### config.mk
export PLATFORM = sky130hd
export DESIGN_NAME = output_controller_nvc
export DESIGN_NICKNAME = d
export VERILOG_FILES = /design/src/rtl/output_controller_nvc.sv
export SDC_FILE = /design/constraint.sdc
export NUM_CORES = 1
export LEC_CHECK = 0
export CAP_MARGIN = 20
export CORE_AREA = 4 4 167 169
export CTS_BUF_LIST = sky130_fd_sc_hd__clkbuf_8
export DETAILED_ROUTE_END_ITERATION = 6
export DIE_AREA = 0 0 171 173
export PLACE_DENSITY_LB_ADDON = 0.2
export SLEW_MARGIN = 10
export SYNTH_ARGS = -nofsm -noshare
export SYNTH_HDL_FRONTEND = slang
export SYNTH_SLANG_ARGS = --single-unit
### constraint.sdc
create_clock -name clk -period 14.5 [get_ports clk]
set_input_delay 2.9 -clock clk [delete_from_list [all_inputs] [get_ports clk]]
set_output_delay 2.9 -clock clk [all_outputs]
set_load 0.005 [all_outputs]
### src/rtl/output_controller_nvc.sv
// -----------------------------------------------------------------------------
// output_controller_nvc
//
// Output-port controller for one mesh-router link. N_IN sources compete through
// a round-robin arbiter. Accepted flits are queued in one of two per-VC FIFOs
// (DEPTH flits each). The polarity input selects the VC timeslot: flits whose
// VC flag equals polarity may enter FIFO[polarity], while FIFO[~polarity]
// drains onto the link.
//
// Ports
//   clk       in   rising-edge clock
//   reset     in   asynchronous, active-high reset
//   polarity  in   VC timeslot selector
//   in_si     in   [N_IN]        per-source valid
//   in_di     in   [N_IN*DW]     per-source flit, source i at [i*DW +: DW]
//   in_ri     out  [N_IN]        per-source ready (one-hot or zero)
//   out_so    out                link valid
//   out_do    out  [DW]          link flit (zero when out_so is low)
//   out_ro    in                 link ready
//   occ_vc0   out  [clog2(DEPTH)+1]  VC0 FIFO occupancy
//   occ_vc1   out  [clog2(DEPTH)+1]  VC1 FIFO occupancy
// -----------------------------------------------------------------------------
module output_controller_nvc #(
    parameter int N_IN   = 4,
    parameter int DW     = 64,
    parameter int VC_BIT = 63,
    parameter int DEPTH  = 2
) (
    input  logic                      clk,
    input  logic                      reset,
    input  logic                      polarity,
    input  logic [N_IN-1:0]           in_si,
    input  logic [N_IN*DW-1:0]        in_di,
    output logic [N_IN-1:0]           in_ri,
    output logic                      out_so,
    output logic [DW-1:0]             out_do,
    input  logic                      out_ro,
    output logic [$clog2(DEPTH):0]    occ_vc0,
    output logic [$clog2(DEPTH):0]    occ_vc1
);

    localparam int AW = $clog2(DEPTH);
    localparam int PW = (N_IN > 1) ? $clog2(N_IN) : 1;

    localparam logic [AW:0]   OCC_FULL = (AW+1)'(DEPTH);
    localparam logic [AW:0]   OCC_ONE  = (AW+1)'(1);
    localparam logic [AW-1:0] PTR_ONE  = AW'(1);
    localparam logic [PW-1:0] RR_ONE   = PW'(1);
    localparam logic [PW-1:0] RR_LAST  = PW'(N_IN - 1);

    // FIFO storage carries data only and is never reset.
    logic [DW-1:0]          mem_q [2][DEPTH];

    logic [1:0][AW-1:0]     wr_ptr_q, wr_ptr_d;
    logic [1:0][AW-1:0]     rd_ptr_q, rd_ptr_d;
    logic [1:0][AW:0]       occ_q,    occ_d;
    logic [PW-1:0]          rr_ptr_q, rr_ptr_d;

    logic                   pol_n;
    logic [1:0]             full;
    logic [1:0]             empty;
    logic [N_IN-1:0]        elig;
    logic [N_IN-1:0]        grant;
    logic [PW-1:0]          gnt_idx;
    logic                   found;
    int                     rr_idx;
    logic                   push;
    logic                   pop;
    logic [DW-1:0]          push_flit;

    assign pol_n    = ~polarity;
    assign full[0]  = (occ_q[0] == OCC_FULL);
    assign full[1]  = (occ_q[1] == OCC_FULL);
    assign empty[0] = (occ_q[0] == '0);
    assign empty[1] = (occ_q[1] == '0);

    // Only the VC flag of each offered flit is inspected.
    always_comb begin
        elig = '0;
        for (int i = 0; i < N_IN; i++) begin
            elig[i] = in_si[i] && (in_di[i*DW + VC_BIT] == polarity);
        end
    end

    // Round-robin: first eligible source at or after rr_ptr_q, modulo N_IN.
    always_comb begin
        grant   = '0;
        gnt_idx = '0;
        found   = 1'b0;
        rr_idx  = int'(rr_ptr_q);
        for (int k = 0; k < N_IN; k++) begin
            for (int i = 0; i < N_IN; i++) begin
                if (!found && elig[i] && (i == (rr_idx + k) % N_IN)) begin
                    grant[i] = 1'b1;
                    gnt_idx  = PW'(i);
                    found    = 1'b1;
                end
            end
        end
    end

    // Ready is suppressed while reset is high, since an empty FIFO would
    // otherwise let the arbiter's grant through during reset.
    assign in_ri = (reset || full[polarity]) ? '0 : grant;
    assign push  = |(in_si & in_ri);

    always_comb begin
        push_flit = '0;
        for (int i = 0; i < N_IN; i++) begin
            if (grant[i]) begin
                push_flit = in_di[i*DW +: DW];
            end
        end
    end

    // Egress reads the opposite FIFO with zero latency.
    assign out_so = !reset && !empty[pol_n];
    assign out_do = out_so ? mem_q[pol_n][rd_ptr_q[pol_n]] : '0;
    assign pop    = out_so && out_ro;

    assign occ_vc0 = occ_q[0];
    assign occ_vc1 = occ_q[1];

    // Push and pop always address different FIFOs, so each FIFO's occupancy
    // moves by at most one step per cycle.
    always_comb begin
        wr_ptr_d = wr_ptr_q;
        rd_ptr_d = rd_ptr_q;
        occ_d    = occ_q;
        rr_ptr_d = rr_ptr_q;
        if (push) begin
            wr_ptr_d[polarity] = wr_ptr_q[polarity] + PTR_ONE;
            occ_d[polarity]    = occ_q[polarity] + OCC_ONE;
            rr_ptr_d           = (gnt_idx == RR_LAST) ? '0 : gnt_idx + RR_ONE;
        end
        if (pop) begin
            rd_ptr_d[pol_n] = rd_ptr_q[pol_n] + PTR_ONE;
            occ_d[pol_n]    = occ_q[pol_n] - OCC_ONE;
        end
    end

    always_ff @(posedge clk or posedge reset) begin
        if (reset) begin
            wr_ptr_q <= '0;
            rd_ptr_q <= '0;
            occ_q    <= '0;
            rr_ptr_q <= '0;
        end else begin
            wr_ptr_q <= wr_ptr_d;
            rd_ptr_q <= rd_ptr_d;
            occ_q    <= occ_d;
            rr_ptr_q <= rr_ptr_d;
        end
    end

    always_ff @(posedge clk) begin
        if (push) begin
            mem_q[polarity][wr_ptr_q[polarity]] <= push_flit;
        end
    end

endmodule

# After elaboration in Yosys (flattened, before gate mapping)
# Memory sizes are Yosys's and may differ from the RTL's.
# Cells that the tools add are included.
# totals
regBits	10
ramBits	256
inputBits	264
out_inout_bits	73
elab_cells	202
n_memories	1
# memory_table
name	depth	word_bits	rd	rd_clocked_by_memory_dff	write_ports	line	text
mem_q	2	128	1	0	1	52	logic [DW-1:0] mem_q [2][DEPTH];
# op_classes
addsub	8
magnitude_cmp	7
eq_ne	19
mux	85
bitwise	7
reduce_logical	68
# ops
operator	n
$mux W64	9
$logic_not A32 Y1	4
$mux W128	1
$demux W64 S1	1
$mux W1	42
$mux W2	21
$logic_and A1 B1 Y1	40
$eq A3 B3 Y1 const A	6
$logic_not A1 Y1	17
$mux W4	3
$eq A2 B3 Y1 const A	3
$bwmux W4	2
$add A2 B1 Y2 const B	3
$eq A2 B2 Y1 const B	3
$reduce_or A2 Y1	3
$add A2 B2 Y2 const B	2
$and A4 B4 Y4	1
$bwmux W2	2
$demux W2 S1	2
$eq A1 B1 Y1	4
$eq A2 B2 Y1 const A	2
$ge A2 B2 Y1 const B	2
$logic_not A2 Y1	2
$lt A1 B2 Y1 const B	2
other kinds (11)	17

# Logic depth before layout (Yosys ltp)
# Gate-level depths: netlist of the first run.
# logic_depth
word_depth	70
depth_mapped	10
depth_no_buf	8

# Worst setup path after synthesis of the first run
# OpenSTA, ideal clock, no wires.
# synth_timing
path_type	in2reg
start	in polarity
end	mem mem_q[1][100] (netlist name) (enable)
setup_ns	0.565
arrival_ns	8.908
required_ns	13.935
path_slack_ns	5.027
stages	8
path_buffers	3
cell_sequence	buf_6 > buf_2 > buf_1 > mux2_2 > ha_1 > nor2_1 > o41ai_4 > nor3_1
# synth_via
elab_chain_cells	69
word_cells_on_any_way	100
classes_between	order compare: 2; eq/ne: 4; mux: 39; bitwise: 2; reduce/logical: 53
# synth_lines
element	line	text
from (decl)	31	input logic polarity,
$eq A1 B1 Y1	81	elig[i] = in_si[i] && (in_di[i*DW + VC_BIT] == polarity);
$logic_and A1 B1 Y1	81	
$logic_and A1 B1 Y1	93	if (!found && elig[i] && (i == (rr_idx + k) % N_IN)) begin
$mux W1	93	
$logic_not A1 Y1	93	
$logic_and A1 B1 Y1 (2 in series)	93	
$mux W1	93	
$logic_not A1 Y1	93	
[51 not listed]	--	
$logic_not A1 Y1	93	
$logic_and A1 B1 Y1 (2 in series)	93	
$mux W1	93	
$mux W4	104	assign in_ri = (reset || full[polarity]) ? '0 : grant;
$and A4 B4 Y4	105	assign push = |(in_si & in_ri);
$reduce_or A4 Y1	105	
$mux W1	157	if (push) begin
$mux W128 (implied by the code)	158	mem_q[polarity][wr_ptr_q[polarity]] <= push_flit;
to (decl)	52	
# Several ways; a longest one is shown, not always the timed one. The select of a mux whose other input is x is not followed.

# Worst setup path after layout of the first run
# layout_timing
start	in polarity
end	out out_do[56]
# layout_via
elab_chain_cells	7
word_cells_on_any_way	13
classes_between	mux: 8; bitwise: 2; reduce/logical: 2; memory: 1
# layout_lines
element	line	text
$mux W1 (implied by the code) (2 in series)	118	assign out_do = out_so ? mem_q[pol_n][rd_ptr_q[pol_n]] : '0;
$not A1 Y2 (implied by the code)	118	
$mux W64 (implied by the code) (3 in series)	118	
$mux W64 (*)	118	
to (decl)	36	output logic [DW-1:0] out_do,
# Mark *: on every way between the ends. The rest lies on a longest branch, timed or not. The select of a mux whose other input is x is not followed.

==> results.cfg, run 1 <==
[sta]
fmax_mhz = 115
relSlewSlack_pct = 31.6
fin_tns_setup_ns = 0
period_needed_ns = 8.70
fin_crit_sh_pct = 60.0
tightest_slew_ns = 1.03
drv_slew = 0
setup_viol = 0
rsz0062_at_grt = no
hold_violations = 0
skew_ns = 0.0184

[setup_path]
cp_num_buf_inv = 3
cp_max_fo = 74
start_kind = input pin
required_ns = 11.60
worst_path_max_delay_cell = buf_4
max_stage_delay_ns = 0.64
critPathCaptureType = output pin
crit_top_cell = buf_4
critPathKind = input pin to output pin
cp_cell_sequence = buf_4 > nor3_1 > a21oi_1 > nand2_2 > buf_4 > a211oi_1 > clkdlybuf4s50_1
cp.arrival_ns = 5.80
cp_top_family = buffers and inverters

[clock_network]
cts_resized = 0
clk_pin_slew_worst_paths_ns = 0.06
numCtsBuffers = 41
cts_hold_buf = 0
cts_root_buf = clkbuf_8
worst_skew_pair.late_latency_ns = 0.53
cts_max_path_buffers = 3
htreeDepth = 2
cts_tree = built
cts_setup_buffers = 0
clock-sinks = 266

[yosys]
synth.avg_cell_area_um2 = 13.7
syn_area_um2 = 12000
yosys_register_bits = 266
ys_seq_area_share_pct = 66.0
syn-num-nets = 1142
postSynthCellCount = 877
synthDistinctLibCells = 42
synth-warning-count = 0

[finish]
antennaDiodeCount = 0
area_delta_synth_final_pct = 36.5
postLayoutCoreUtil_pct = 61.7
drive_above_1_share_pct = 7.07
finalNetCount = 1453

[placement]
dp_hpwl_um = 19100
gp_congestion = 0.765
io_buffer_count = 336

[power_and_ir_drop]
cellPowerDensity_nw_per_um2 = 149
p_leak_nw = 5.53
finalPower_mw = 2.44
ir_drop_uv = 112

[drt]
vias = 8702
final_antenna_net_count = 0
finalWirelength_um = 30700
vias_per_cell = 5.59
drtIter0Drc = 574
drc = 7
wire_per_inst_um = 19.7
firstDrtPassIters = 7

[run_status]
violations = DRC
status = complete, but fails checks

[global_routing]
gr-total-overflow = 0
grt_pass1_vias = 8774
grt_pass1_wl_um = 46400
antenna_found_initial = 2
track_usage_pct = 19.8
grt_start_max_net_pins = 94

[floorplanning]
io_pins = 337
start_util_pct = 45.2
die_h_um = 173
die-width_um = 171
rows = 60
core_um2 = 26600
dieArea_um2 = 29600

[min_path]
hp-class = flip-flop to flip-flop

[run]
maxCapViolCount = 0
==> layer usage <==
layer,track usage (%),share of wire [%],up-vias
li1,-,-,4173
met1,23.4,39,4166
met2,35.6,51,321
met3,5.28,8.3,38
met4,5.32,1.5,4
met5,0,0.085,-
==> cells in the mapped netlist <==
master / instances / area, um2
edfxtp_1: 256 / 7690
a211oi_1: 128 / 961
nor2_1: 73 / 274
a21oi_1: 69 / 345
nor2b_1: 66 / 413
mux2i_1: 65 / 651
a222oi_1: 64 / 641
clkbuf_1: 56 / 210
dfrtp_1: 10 / 250
buf_1: 9 / 33.8
buf_2: 9 / 45.0
inv_1: 6 / 22.5
nand2_1: 6 / 22.5
buf_4: 5 / 37.5
nor3_1: 5 / 25.0
xnor2_1: 5 / 43.8
and2_1: 4 / 25.0
nand3_1: 4 / 20.0
o21ai_0: 4 / 20.0
o21ai_1: 4 / 20.0
xor2_1: 4 / 35.0
a31oi_1: 3 / 18.8
nand4_1: 2 / 12.5
nor2_2: 2 / 12.5
a211oi_2: 1 / 12.5
a221oi_1: 1 / 8.76
a311oi_2: 1 / 15.0
a31o_1: 1 / 8.76
and3_4: 1 / 11.3
buf_6: 1 / 11.3
ha_1: 1 / 12.5
inv_2: 1 / 3.75
mux2_2: 1 / 11.3
o211ai_1: 1 / 7.51
o21ai_2: 1 / 8.76
o21bai_2: 1 / 11.3
o22ai_1: 1 / 6.26
o311ai_1: 1 / 8.76
o41ai_4: 1 / 27.5
or2_2: 1 / 6.26
or3_1: 1 / 6.26
xnor2_2: 1 / 16.3
==> power breakdown <==
part	internal (mW)	total [mW]	switching [mW]
clock network	0.312	0.578	0.266
logic	0.354	0.768	0.414
registers	1.02	1.10	0.0792
total	1.68	2.44	0.760
==> worst paths after layout <==
kind                       slack, ns                    start  cells past startpoint                 endpoint
setup / recovery                5.80                 polarity                      7               out_do[56]
hold / removal                  0.52  wr_ptr_q[0]$_DFFE_PP0P_                      1  wr_ptr_q[0]$_DFFE_PP0P_
setup reg to reg               11.05  rr_ptr_q[0]$_DFFE_PP0N_                      8   mem_q[1][43]$_DFFE_PP_
hold reg to reg                 0.52  wr_ptr_q[0]$_DFFE_PP0P_                      1  wr_ptr_q[0]$_DFFE_PP0P_
max in group asynchronous      11.38                    reset                      2  rd_ptr_q[1]$_DFFE_PP0P_
min in group asynchronous       2.76                    reset                      2     occ_vc0[1]$_DFF_PP0_
==> layout by cell type (no fill, tap or decap), types with 9 or more instances in the layout <==
cell	synthesis	routed
mux2i_1	65	65
nor2b_1	66	66
a21oi_1	69	69
nor2_1	73	73
clkbuf_8	0	47
a222oi_1	64	64
inv_1	6	17
edfxtp_1	256	256
buf_4	5	13
a211oi_1	128	128
clkdlybuf4s50_1	0	335
clkinv_1	0	9
==> stage by stage <==
stage	setup WS, ns	area [um2]	hold slack, ns	instances
final	5.80	16400	0.518	1558
after CTS	5.71	16400	0.516	1558
after detailed placement	5.74	15600	0.504	1486
after global routing	5.56	16400	0.538	1558
after floorplan	5.03	12000	0.456	877
after global placement	5.76	15600	0.504	1486
==> area by class of cell <==
cell class	count	area, um2
clock buffers	47	647
inverters	7	26.3
repair buffers	348	3450
multi-input cells	524	3780
fillers	2085	10200
well taps	341	427
clock inverters	25	128
flip-flops and latches	266	7950
==> registers in the layout, summed over array words and instances, names as in the netlist <==
signal / flops
rr_ptr_q: 2
mem_q: 256
wr_ptr_q: 2
rd_ptr_q: 2
occ_vc1: 2
occ_vc0: 2
==> kinds of logic (layout without fill, tap and decap cells) <==
| group | after synthesis | after routing | share of synthesized area, % |
|---|---|---|---|
| compound gates | 282 | 282 | 17.6 |
| xor+xnor | 10 | 10 | 0.791 |
| fa+ha+maj | 1 | 1 | 0.104 |
| buf+inv | 87 | 427 | 3.03 |
| flops | 266 | 266 | 66.0 |
| mux | 66 | 66 | 5.51 |
| simple gates | 165 | 165 | 6.89 |
Power figures use the tool's default switching activity.
==> inputs of run 2 (changes only) <==
--- a/config.mk
+++ b/config.mk
@@ -6,10 +6,10 @@
 export NUM_CORES = 1
 export LEC_CHECK = 0
 export CAP_MARGIN = 20
-export CORE_AREA = 4 4 167 169
+export CORE_AREA = 4 4 169 171
 export CTS_BUF_LIST = sky130_fd_sc_hd__clkbuf_8
 export DETAILED_ROUTE_END_ITERATION = 6
-export DIE_AREA = 0 0 171 173
+export DIE_AREA = 0 0 173 175
 export PLACE_DENSITY_LB_ADDON = 0.2
 export SLEW_MARGIN = 10
 export SYNTH_ARGS = -nofsm -noshare
==> constraint.sdc (replaced) <==
create_clock -name clk -period 7 [get_ports clk]
set_input_delay 1.4 -clock clk [delete_from_list [all_inputs] [get_ports clk]]
set_output_delay 1.4 -clock clk [all_outputs]
set_load 0.005 [all_outputs]
==> run 2 against run 1 <==
- the flow still finishes with violations (DRC)
- non-clock buffer count grew 2
- clock power grew 110%
- clock skew shrank 0.0014 ns
- highest routed layer is now met4
- utilization shrank 0.65 points
- register-to-register slack lost 7.6 ns
- sequential share of layout area is essentially flat
- worst hold slack lost 0.0071 ns
- count of clock-buffer cells in the layout shrank 2
- die area grew 2.3%
==> results.cfg, run 2 (synthesis results as in run 1) <==
[drt]
vias_per_cell = 5.78
firstDrtPassIters = 7
drtIter0Drc = 868
wire_per_inst_um = 21.1
final_antenna_net_count = 0
vias = 9035
drc = 10
finalWirelength_um = 33000

[min_path]
hold_depth = 1
hp-class = flip-flop to flip-flop
hold_start = wr_ptr_q[0]$_DFFE_PP0P_
whs_endpoint = wr_ptr_q[0]$_DFFE_PP0P_

[sta]
fin_ws_ns = 1.63
period_needed_ns = 5.37
drv_slew = 0
rsz0062_at_grt = no
fin_crit_sh_pct = 76.8
hold_violations = 0
setup_viol = 0
fmax_mhz = 186
tightest_slew_ns = 1.01
skew_ns = 0.0170
relSlewSlack_pct = 32.7

[power_and_ir_drop]
p_switching_mw = 1.62
cellPowerDensity_nw_per_um2 = 311
finalPower_mw = 5.10
combPwrFrac_pct = 31.5
ir_drop_uv = 181
p_leak_nw = 5.55
clock_power_share_pct = 23.5
seq_power_share_pct = 45.0
p_int_mw = 3.47
switching_share_pct = 31.9

[floorplanning]
io_pins = 337
die_h_um = 175
rows = 60
die-width_um = 173
dieArea_um2 = 30300
start_util_pct = 44.7
core_um2 = 26900

[global_routing]
grt_start_max_net_pins = 70
grt_pass1_vias = 9013
antenna_found_initial = 0
gr-total-overflow = 0
track_usage_pct = 20.7
grt_pass1_wl_um = 50800

[clock_network]
numCtsBuffers = 43
cts_hold_buf = 0
cts_root_buf = clkbuf_8
clk_pin_slew_worst_paths_ns = 0.05
htreeDepth = 2
cts_resized = 0
cts_max_path_buffers = 3
cts_setup_buffers = 0
cts_tree = built
clock-sinks = 266
worst_skew_pair.late_latency_ns = 0.52

[placement]
io_buffer_count = 336
pre_cts_slack_ns = 1.60
gp_congestion = 0.838
dp_hpwl_um = 21100

[setup_path]
critPathKind = input pin to output pin
crit_top_cell = clkdlybuf4s50_1
required_ns = 5.60
cp_max_fo = 45
r2r_start = rr_ptr_q[1]$_DFFE_PP0N_
worst_path_max_delay_cell = clkdlybuf4s50_1
cp_cell_sequence = clkdlybuf4s50_1 > inv_1 > nand2_2 > buf_4 > a211oi_1 > clkdlybuf4s50_1
rr_endpoint = mem_q[0][27]$_DFFE_PP_
max_stage_delay_ns = 0.57
r2r_cells = 8
start_kind = input pin
reg2reg_slack_ns = 3.48
path_depth = 6
critPathCaptureType = output pin
cp_num_buf_inv = 4
cp.arrival_ns = 3.97
cp_top_family = buffers and inverters

[finish]
finalNetCount = 1457
fillCellCount = 2176
final_cell_mix = clkdlybuf4s50_1, edfxtp_1, a211oi_1
area_delta_synth_final_pct = 36.5
antennaDiodeCount = 0
final_common_cell = clkdlybuf4s50_1
largest_register_ffs = 256
drive_above_1_share_pct = 7.28

[run_status]
status = complete, but fails checks
violations = DRC

[run]
maxCapViolCount = 0
[run 2: worst max-delay path by stage]
stage | from | to | slack [ns]
floorplan | polarity | mem_q[1][100]$_DFFE_PP_ | -0.97
global placement | polarity | in_ri[2] | 1.62
detailed placement | reset | out_do[56] | 1.60
CTS | reset | out_do[56] | 1.59
global route | reset | out_do[55] | 1.38
finish | reset | out_do[52] | 1.63
[run 2: cell type report]
cell class	count	area [um2]	share of cell area, %
Clock inverter	31	151	0.922
Tap cell	341	427	2.60
Inverter	7	26.3	0.160
Clock buffer	45	619	3.77
Multi-Input combinational cell	524	3780	23.0
Sequential cell	266	7950	48.4
Timing Repair Buffer	350	3470	21.1
[run 2: metal layers]
metal | vias up | GRT usage [%] | part of all wire, %
met2 | 377 | 35.7 | 49
met3 | 54 | 4.61 | 7.4
met1 | 4408 | 26.8 | 41
met4 | 0 | 5.39 | 2.1
li1 | 4196 | - | -
met5 | - | 0 | 0
[run 2: per-stage QoR]
stage / hold WS [ns] / cells / instance area (um2) / util (%) / TNS (ns)
after floorplan: 0.456 / 877 / 12000 / - / -124.55
after global placement: 0.498 / 1488 / 15600 / 58.2 / 0
after detailed placement: 0.500 / 1488 / 15600 / 58.2 / 0
after CTS: 0.517 / 1564 / 16400 / 61.1 / 0
after global routing: 0.525 / 1564 / 16400 / 61.1 / 0
final: 0.511 / 1564 / 16400 / 61.1 / 0
[run 2: power groups by stage]
stage               sequential (mW)  combinational [mW]  clock [mW]
floorplan                      2.20                1.01           0
global placement               2.32                1.61           0
global route                   2.32                1.75        1.31
finish                         2.29                1.61        1.20
detailed placement             2.33                1.62           0
CTS                            2.30                1.63        1.23
